### src/rtl/mem_arb_2p_if.sv
// Bundle of the two requester ports and the memory port of mem_arb_2p.
// The slave modport is the arbiter's view; master is the environment
// (requesters and memory) driving the arbiter.
interface mem_arb_2p_if #(
    parameter int WIDTH      = 16,
    parameter int ADDR_WIDTH = 6
);
    logic                  req0_valid_i;
    logic                  req0_wr_i;
    logic [ADDR_WIDTH-1:0] req0_addr_i;
    logic [WIDTH-1:0]      req0_wdata_i;
    logic                  req0_ready_o;
    logic [WIDTH-1:0]      req0_rdata_o;
    logic                  req0_err_o;

    logic                  req1_valid_i;
    logic                  req1_wr_i;
    logic [ADDR_WIDTH-1:0] req1_addr_i;
    logic [WIDTH-1:0]      req1_wdata_i;
    logic                  req1_ready_o;
    logic [WIDTH-1:0]      req1_rdata_o;
    logic                  req1_err_o;

    logic                  mem_valid_o;
    logic                  mem_wr_o;
    logic [ADDR_WIDTH-1:0] mem_addr_o;
    logic [WIDTH-1:0]      mem_wdata_o;
    logic                  mem_ready_i;
    logic [WIDTH-1:0]      mem_rdata_i;

    modport slave (
        input  req0_valid_i, req0_wr_i, req0_addr_i, req0_wdata_i,
        output req0_ready_o, req0_rdata_o, req0_err_o,
        input  req1_valid_i, req1_wr_i, req1_addr_i, req1_wdata_i,
        output req1_ready_o, req1_rdata_o, req1_err_o,
        output mem_valid_o, mem_wr_o, mem_addr_o, mem_wdata_o,
        input  mem_ready_i, mem_rdata_i
    );

    modport master (
        output req0_valid_i, req0_wr_i, req0_addr_i, req0_wdata_i,
        input  req0_ready_o, req0_rdata_o, req0_err_o,
        output req1_valid_i, req1_wr_i, req1_addr_i, req1_wdata_i,
        input  req1_ready_o, req1_rdata_o, req1_err_o,
        input  mem_valid_o, mem_wr_o, mem_addr_o, mem_wdata_o,
        output mem_ready_i, mem_rdata_i
    );
endinterface

### src/rtl/mem_arb_2p.sv
// Two-requester round-robin arbiter in front of a single-port valid/ready
// memory. One access outstanding at a time; a stuck memory handshake is
// aborted after TIMEOUT cycles and reported through the winner's err flag.
module mem_arb_2p #(
    parameter int WIDTH      = 16,
    parameter int ADDR_WIDTH = 6,
    parameter int TIMEOUT    = 15
) (
    input  logic         clk_i,
    input  logic         rst_ni,
    mem_arb_2p_if.slave  bus
);
    typedef enum logic [1:0] {
        IDLE,
        ACCESS,
        RESP
    } state_t;

    localparam logic [7:0] CNT_LAST = 8'(TIMEOUT - 1);

    state_t     state;
    logic       last_grant;
    logic       winner;
    logic [7:0] cnt;
    logic       pick;

    // Round-robin choice: a lone requester wins, a tie goes to the one not granted last.
    always_comb begin
        pick = 1'b0;
        if (bus.req0_valid_i && bus.req1_valid_i) begin
            pick = ~last_grant;
        end else if (bus.req1_valid_i) begin
            pick = 1'b1;
        end
    end

    // Control FSM with registered memory-port and requester-response outputs.
    always_ff @(posedge clk_i or negedge rst_ni) begin
        if (!rst_ni) begin
            state            <= IDLE;
            last_grant       <= 1'b1;
            winner           <= 1'b0;
            cnt              <= '0;
            bus.mem_valid_o  <= 1'b0;
            bus.mem_wr_o     <= 1'b0;
            bus.mem_addr_o   <= '0;
            bus.mem_wdata_o  <= '0;
            bus.req0_ready_o <= 1'b0;
            bus.req0_rdata_o <= '0;
            bus.req0_err_o   <= 1'b0;
            bus.req1_ready_o <= 1'b0;
            bus.req1_rdata_o <= '0;
            bus.req1_err_o   <= 1'b0;
        end else begin
            case (state)
                IDLE: begin
                    if (bus.req0_valid_i || bus.req1_valid_i) begin
                        winner          <= pick;
                        last_grant      <= pick;
                        bus.mem_valid_o <= 1'b1;
                        bus.mem_wr_o    <= pick ? bus.req1_wr_i    : bus.req0_wr_i;
                        bus.mem_addr_o  <= pick ? bus.req1_addr_i  : bus.req0_addr_i;
                        bus.mem_wdata_o <= pick ? bus.req1_wdata_i : bus.req0_wdata_i;
                        state           <= ACCESS;
                    end
                end
                ACCESS: begin
                    if (bus.mem_ready_i) begin
                        bus.mem_valid_o <= 1'b0;
                        cnt             <= '0;
                        state           <= RESP;
                        if (winner) begin
                            bus.req1_ready_o <= 1'b1;
                            bus.req1_err_o   <= 1'b0;
                            if (!bus.mem_wr_o) bus.req1_rdata_o <= bus.mem_rdata_i;
                        end else begin
                            bus.req0_ready_o <= 1'b1;
                            bus.req0_err_o   <= 1'b0;
                            if (!bus.mem_wr_o) bus.req0_rdata_o <= bus.mem_rdata_i;
                        end
                    end else if (cnt == CNT_LAST) begin
                        // Memory never answered: abort and flag, read data left untouched.
                        bus.mem_valid_o <= 1'b0;
                        cnt             <= '0;
                        state           <= RESP;
                        if (winner) begin
                            bus.req1_ready_o <= 1'b1;
                            bus.req1_err_o   <= 1'b1;
                        end else begin
                            bus.req0_ready_o <= 1'b1;
                            bus.req0_err_o   <= 1'b1;
                        end
                    end else begin
                        cnt <= cnt + 8'd1;
                    end
                end
                RESP: begin
                    bus.req0_ready_o <= 1'b0;
                    bus.req1_ready_o <= 1'b0;
                    state            <= IDLE;
                end
                default: state <= IDLE;
            endcase
        end
    end
endmodule

### src/flat_wrapper.sv
// flat-port wrapper written by rule: the top's interface ports become plain ports
module mem_arb_2p_flat 
#(
    parameter int WIDTH      = 16,
    parameter int ADDR_WIDTH = 6,
    parameter int TIMEOUT    = 15
)
  (clk_i, rst_ni, bus_req0_valid_i, bus_req0_wr_i, bus_req0_addr_i, bus_req0_wdata_i, bus_req0_ready_o, bus_req0_rdata_o, bus_req0_err_o, bus_req1_valid_i, bus_req1_wr_i, bus_req1_addr_i, bus_req1_wdata_i, bus_req1_ready_o, bus_req1_rdata_o, bus_req1_err_o, bus_mem_valid_o, bus_mem_wr_o, bus_mem_addr_o, bus_mem_wdata_o, bus_mem_ready_i, bus_mem_rdata_i);
  mem_arb_2p_if #(.WIDTH(WIDTH), .ADDR_WIDTH(ADDR_WIDTH)) bus_i ();
  input  logic clk_i;
  input  logic rst_ni;
  input wire logic [$bits(bus_i.req0_valid_i)-1:0] bus_req0_valid_i;
  input wire logic [$bits(bus_i.req0_wr_i)-1:0] bus_req0_wr_i;
  input wire logic [$bits(bus_i.req0_addr_i)-1:0] bus_req0_addr_i;
  input wire logic [$bits(bus_i.req0_wdata_i)-1:0] bus_req0_wdata_i;
  output wire logic [$bits(bus_i.req0_ready_o)-1:0] bus_req0_ready_o;
  output wire logic [$bits(bus_i.req0_rdata_o)-1:0] bus_req0_rdata_o;
  output wire logic [$bits(bus_i.req0_err_o)-1:0] bus_req0_err_o;
  input wire logic [$bits(bus_i.req1_valid_i)-1:0] bus_req1_valid_i;
  input wire logic [$bits(bus_i.req1_wr_i)-1:0] bus_req1_wr_i;
  input wire logic [$bits(bus_i.req1_addr_i)-1:0] bus_req1_addr_i;
  input wire logic [$bits(bus_i.req1_wdata_i)-1:0] bus_req1_wdata_i;
  output wire logic [$bits(bus_i.req1_ready_o)-1:0] bus_req1_ready_o;
  output wire logic [$bits(bus_i.req1_rdata_o)-1:0] bus_req1_rdata_o;
  output wire logic [$bits(bus_i.req1_err_o)-1:0] bus_req1_err_o;
  output wire logic [$bits(bus_i.mem_valid_o)-1:0] bus_mem_valid_o;
  output wire logic [$bits(bus_i.mem_wr_o)-1:0] bus_mem_wr_o;
  output wire logic [$bits(bus_i.mem_addr_o)-1:0] bus_mem_addr_o;
  output wire logic [$bits(bus_i.mem_wdata_o)-1:0] bus_mem_wdata_o;
  input wire logic [$bits(bus_i.mem_ready_i)-1:0] bus_mem_ready_i;
  input wire logic [$bits(bus_i.mem_rdata_i)-1:0] bus_mem_rdata_i;
  assign bus_i.req0_valid_i = bus_req0_valid_i;
  assign bus_i.req0_wr_i = bus_req0_wr_i;
  assign bus_i.req0_addr_i = bus_req0_addr_i;
  assign bus_i.req0_wdata_i = bus_req0_wdata_i;
  assign bus_req0_ready_o = bus_i.req0_ready_o;
  assign bus_req0_rdata_o = bus_i.req0_rdata_o;
  assign bus_req0_err_o = bus_i.req0_err_o;
  assign bus_i.req1_valid_i = bus_req1_valid_i;
  assign bus_i.req1_wr_i = bus_req1_wr_i;
  assign bus_i.req1_addr_i = bus_req1_addr_i;
  assign bus_i.req1_wdata_i = bus_req1_wdata_i;
  assign bus_req1_ready_o = bus_i.req1_ready_o;
  assign bus_req1_rdata_o = bus_i.req1_rdata_o;
  assign bus_req1_err_o = bus_i.req1_err_o;
  assign bus_mem_valid_o = bus_i.mem_valid_o;
  assign bus_mem_wr_o = bus_i.mem_wr_o;
  assign bus_mem_addr_o = bus_i.mem_addr_o;
  assign bus_mem_wdata_o = bus_i.mem_wdata_o;
  assign bus_i.mem_ready_i = bus_mem_ready_i;
  assign bus_i.mem_rdata_i = bus_mem_rdata_i;
  mem_arb_2p #(.WIDTH(WIDTH), .ADDR_WIDTH(ADDR_WIDTH), .TIMEOUT(TIMEOUT)) u_core (.clk_i(clk_i), .rst_ni(rst_ni), .bus(bus_i));
endmodule
### config.mk
export PLATFORM = sky130hd
export DESIGN_NAME = mem_arb_2p_flat
export DESIGN_NICKNAME = d
export VERILOG_FILES = /design/src/rtl/mem_arb_2p_if.sv /design/src/rtl/mem_arb_2p.sv /design/src/flat_wrapper.sv
export SDC_FILE = /design/constraint.sdc
export NUM_CORES = 1
export LEC_CHECK = 0
export BUFFER_PORTS_ARGS = -buffer_cell sky130_fd_sc_hd__buf_2
export CAP_MARGIN = 20
export CORE_MARGIN = 5
export CORE_UTILIZATION = 45
export CTS_CLUSTER_SIZE = 12
export DETAILED_ROUTE_END_ITERATION = 7
export GPL_TIMING_DRIVEN = 0
export HOLD_SLACK_MARGIN = 0.12
export PLACE_DENSITY = 0.72
export SLEW_MARGIN = 20
export SYNTH_ARGS = -nofsm -noshare
export SYNTH_HDL_FRONTEND = slang
export SYNTH_SLANG_ARGS = --single-unit
export TNS_END_PERCENT = 20
### constraint.sdc
create_clock -name clk_i -period 4.6 [get_ports clk_i]
set_clock_uncertainty 0.15 [all_clocks]
set_input_delay 0.92 -clock clk_i [delete_from_list [all_inputs] [get_ports clk_i]]
set_output_delay 0.92 -clock clk_i [all_outputs]
set_load 0.005 [all_outputs]
; ---- Word level (Yosys, flattened, before mapping)
; Index checks and enable logic that the tools add are counted.
[word_totals]
reg_bits = 72
latchBits = 0
mem_bits_rw = 0
romBits = 0
in_bits = 67
elab_cells = 68
memories = 0
[classes]
addsub = 1
multipliers = 0
n_div = 0
order_cmp = 0
eq_ne = 5
shifts = 0
mux = 31
bitwise_logic = 3
n_reduce_logical = 14
[op_table]
columns = operator, count
row1 = $mux W1, 20
row2 = $mux W16, 1
row3 = $mux W8, 2
row4 = $reduce_and A3 Y1, 3
row5 = $add A8 B1 Y8 const B, 1
row6 = $eq A8 B4 Y1 const B, 1
row7 = $reduce_and A4 Y1, 2
row8 = $mux W2, 3
row9 = $mux W6, 1
row10 = $pmux W1 S2, 3
row11 = $reduce_and A2 Y1, 3
row12 = $reduce_bool A2 Y1, 3
row13 = $pmux W2 S2, 1
row14 = $ne A3 B2 Y1 const B, 1
row15 = $not A1 Y1, 3
row16 = $eq A2 B1 Y1 const B, 1
row17 = $eq A2 B2 Y1 const B, 1
row18 = $logic_not A2 Y1, 1
row19 = $ne A2 B1 Y1 const B, 1
row20 = $logic_and A1 B1 Y1, 1
row21 = $logic_or A1 B1 Y1, 1

; ---- Logic depth before layout (Yosys ltp)
[logic_depth]
ltp_word = 4
ltp_mapped = 8

; ---- Least setup slack after synthesis
; Ideal clock, no wire load.
[synth_timing]
kind = in2reg
from = input port bus_mem_ready_i
to = register u_core.bus.req0_rdata_o[0]
setup_time_ns = 0.125
t_arrival_ns = 1.861
path_slack_ns = 2.464
cell_stages = 4
n_path_buf = 1
path_cell_list = nand2_1 nor3_2 buf_4 mux2_2
[synth_via]
elab_chain_len = 1
[synth_rtl]
columns = item, line
row1 = from (decl), flat_wrapper.sv:30  ; input wire logic [$bits(bus_i.mem_ready_i)-1:0] bus_mem_ready_i;
row2 = $reduce_and A4 Y1 (no source line), --
row3 = to (signal assigned), mem_arb_2p.sv:79  ; if (!bus.mem_wr_o) bus.req0_rdata_o <= bus.mem_rdata_i;
row4 = to (decl), mem_arb_2p_if.sv:33  ; output req0_ready_o, req0_rdata_o, req0_err_o,
; No other way between the ends.
; A chain may end at the register's enable or synchronous reset.

; ---- Worst setup path after layout
[layout_timing]
from = register u_core.state[1]
to = register u_core.bus.req0_rdata_o[5]
[layout_via]
elab_chain_len = 2
[layout_rtl]
columns = item, line
row1 = from (decl), mem_arb_2p.sv:21  ; state_t state;
row2 = from (signal assigned), mem_arb_2p.sv:40  ; state <= IDLE;
row3 = from (signal assigned), mem_arb_2p.sv:64  ; state <= ACCESS;
row4 = from (signal assigned), mem_arb_2p.sv:71  ; state <= RESP;
row5 = $eq A2 B1 Y1, mem_arb_2p.sv:55  ; case (state)
row6 = $reduce_and A4 Y1 (no source line), --
; No other way between the ends.

==> metrics.md <==
| Metric | Value |
|---|---|
| Outcome | complete, no violations |
| Main synth FF type | dfrtp_1 |
| Design area | 4200 um^2 |
| R2R Path End | u_core.bus.req0_rdata_o[5] |
| 1st-pass router iterations | 5 |
| Share of cells above drive strength 1 | 46.5% |
| CP required | 4.68 ns |
| Post-CTS resize count | 0 |
| Setup_tns | 0 ns |
| Total core area | 6870 um^2 |
| CTS H-tree lvls | 3 |
| Post-Synth Simple-Gate Area | 6.84% |
| Worst min path class | input port to asynchronous set/reset pin |
| Die Y | 94.3 um |
| Relative slew slack | 57.8% |
| Clock network power share | 20.8% |
| Die X | 94.3 um |
| Worst Max-Slew Pin Slew | 0.628 ns |
| P_int | 0.00176 W |
| Worst Path Arrival | 2.36 ns |
| Cell variety after synth | 36 |
| Combinational cell fraction of total power | 37.2% |
| EDFF count, synth | 0 |
| Post-synth top cells | dfrtp_1, nand2_1, o21ai_0 |
| Critical R2R Launch | u_core.state[1] |
| Mux cell area share after synthesis | 20.6% |
| Final Core Density | 61.2% |
| CP Launch Type | register |
| CTS tree | built |
| Die area | 8900 um^2 |
| Worst setup path category | register to register |
| Via Count | 2,500 |
| Adder-cell share of the synthesized area | 2.35% |
| Total CTS buffers | 9 |
| Core Rows | 30 |
| Count leader, synth | dfrtp_1 |
| Max VDD drop | 0.000226 V |
| I/O pin cnt | 127 |
| Register bit total from synthesis | 72 |
| Placement Setup Slack | 2.05 ns |
| Tot GR Track Use | 17.9% |
| P_sw | 0.000884 W |
| Sequential element share of the synthesized area | 56.3% |
| Vias in the first global route | 2,544 |
| Nets@finish | 470 |
| Setup Fix Bufs, Post-CTS | 0 |
| Starting Density | 46.6% |
| Ys Warns | 0 |
| Final setup viols | 0 |
| Clk root buf | clkbuf_8 |
| Final WL | 7620 um |
| Final Hold Fails | 0 |
| Flop2flop setup slack | 2.31 ns |
| First-pass GRT wire length | 12,300 um |
| Final setup margin | 2.31 ns |
| Clock Path Buffers | 2 |
| Post-CTS Hold Fix Bufs | 0 |
| DRT iter0 DRCs | 202 |
| Synth Area in Compound Gates | 10.0% |
| Pwr/cell area | 629 nW/um^2 |
| Final worst path period share | 49.7% |
| Post-synthesis xor/xnor area fraction | 0.547% |
| Grt ovf | 0 |
| Max-cap violation count | 0 |
| CTS Sinks | 72 |
| Clock Latency Late Sink | 0.34 ns |
| WL/cell | 15.3 um |
| Diodes inserted | 0 |
| Max Clock Freq | 437 MHz |
| R2R cell count | 7 |
| Clock slew at reported path FFs | 0.07 ns |
| Top cell type's share of synthesized area | 55.5% |
| Switching Fraction | 33.4% |
| Ys async rst share | 100% |
| Placed Area | 3980 um^2 |
| Synth top area cells | dfrtp_1, mux2_2, mux2i_1, mux2_4, o21ai_0 |
| Syn Nets | 332 |
| RSZ-0062 raised after global routing | false |
| Initial antenna violation count | 0 |
| Slew Limit Fails | 0 |
| Drt drc | 0 |
| Largest net degree at the start of global routing | 58 |
| Tmin final | 2.29 ns |
| HPWL after DPL | 5820 um |
| Final hold slack | 0.289 ns |
| Filler Cells Inserted | 573 |
| Area leader, netlist | dfrtp_1 |
| Cell Area, Synth | 3200 um^2 |
| Vias per cell | 5.02 |
| Lkg Pwr | 2.15 nW |
| CP Max Fanout | 10 |
| Layout area overhead | 31.4% |
| DRT antenna net count | 0 |
| Worst Setup End Kind | register |
| Post-synthesis cell count | 259 |
| IO Port Bufs | 126 |
| Largest family of logic cells by synthesized area | multiplexers |
| Flop pwr share | 42.0% |
| Placer Congestion | 0.850 |
| Post-Syn Area per Cell | 12.4 um^2 |
## cells in the final DEF, fill, tap and decap left out, types with 2 or more instances in the layout
| master | netlist | final |
|---|---|---|
| a21boi_0 | 2 | 2 |
| a21o_1 | 2 | 2 |
| a21oi_1 | 7 | 7 |
| a31oi_1 | 12 | 12 |
| a41oi_1 | 2 | 2 |
| buf_2 | 4 | 129 |
| buf_4 | 1 | 2 |
| bufinv_16 | 0 | 2 |
| clkbuf_1 | 6 | 7 |
| clkbuf_8 | 0 | 10 |
| dfrtp_1 | 71 | 71 |
| ha_1 | 6 | 6 |
| inv_1 | 5 | 5 |
| mux2_2 | 24 | 24 |
| mux2_4 | 10 | 10 |
| mux2i_1 | 24 | 24 |
| nand2_1 | 27 | 27 |
| nand3_1 | 5 | 5 |
| nor2_1 | 4 | 4 |
| nor3_1 | 2 | 2 |
| o21ai_0 | 25 | 25 |
| o22a_1 | 2 | 2 |
| or3_1 | 3 | 3 |
## per-stage QoR
stage / std cells / power (W)
floorplan: 259 / 0.00166
detailed placement: 482 / 0.00212
finish: 498 / 0.00265
global placement: 481 / 0.00207
CTS: 498 / 0.00268
global route: 498 / 0.00285
## worst max path at each step
stage / startpoint / end / slack [ns]
6_report: u_core.state[1] / u_core.bus.req0_rdata_o[5] / 2.31
5_1_grt: u_core.state[1] / u_core.bus.req0_rdata_o[7] / 2.15
4_1_cts: u_core.state[1] / u_core.bus.req0_rdata_o[1] / 2.28
3_5_place_dp: bus_mem_ready_i / u_core.bus.req0_rdata_o[8] / 2.05
3_3_place_gp: rst_ni / u_core.bus.mem_wdata_o[13] / 2.06
2_1_floorplan: bus_mem_ready_i / u_core.bus.req0_rdata_o[0] / 2.46
## per-layer routing
layer	GRT usage [%]	vias to the layer above	part of all wire (%)
met5	0	-	0
met4	6.98	0	2.0
met3	5.50	16	9.2
met2	27.6	113	46
met1	23.6	1173	42
li1	-	1198	-
## critical path: stages, from the launching register on
cell     delay, ns
dfrtp_1       0.39
inv_1         0.11
ha_1          0.14
buf_2         0.19
nand2_1       0.09
nor3_2        0.44
buf_4         0.30
mux2_2        0.36
## kinds of logic (layout without fill, tap and decap cells)
kind of cell | Yosys count | count (layout)
multiplexers | 58 | 58
AND/OR/NAND/NOR | 47 | 47
buffers and inverters | 19 | 162
XOR/XNOR | 2 | 2
flip-flops | 72 | 72
AO/OA/AOI/OAI | 55 | 55
adder cells (fa/ha/maj) | 6 | 6
## sequential cells by signal (all words and copies together), names as in the netlist
name / count
u_core.bus.req0_err_o: 1
u_core.state: 2
u_core.bus.req1_err_o: 1
u_core.last_grant: 1
u_core.bus.req0_ready_o: 1
u_core.bus.mem_wdata_o: 16
u_core.cnt: 8
u_core.bus.mem_wr_o: 1
u_core.bus.mem_addr_o: 6
u_core.winner: 1
u_core.bus.req0_rdata_o: 16
u_core.bus.req1_ready_o: 1
u_core.bus.req1_rdata_o: 16
u_core.bus.mem_valid_o: 1
## cell type report
cell class,instances,area [um^2],area share (%)
Buffer,13,81.3,1.93
Inverter,6,22.5,0.536
Sequential cell,72,1800,42.9
Clock inverter,5,81.3,1.93
Timing Repair Buffer,127,661,15.7
Tap cell,96,120,2.86
Clock buffer,11,141,3.36
Multi-Input combinational cell,168,1290,30.8
## power by group through the flow
stage	Combinational (W)	Sequential (W)	Clock, W
global route	0.00110	0.00115	0.000599
CTS	0.00101	0.00111	0.000563
detailed placement	0.00100	0.00112	0
finish	0.000985	0.00111	0.000550
global placement	0.000964	0.00111	0
floorplan	0.000535	0.00112	0
Power figures use the tool's default switching activity.
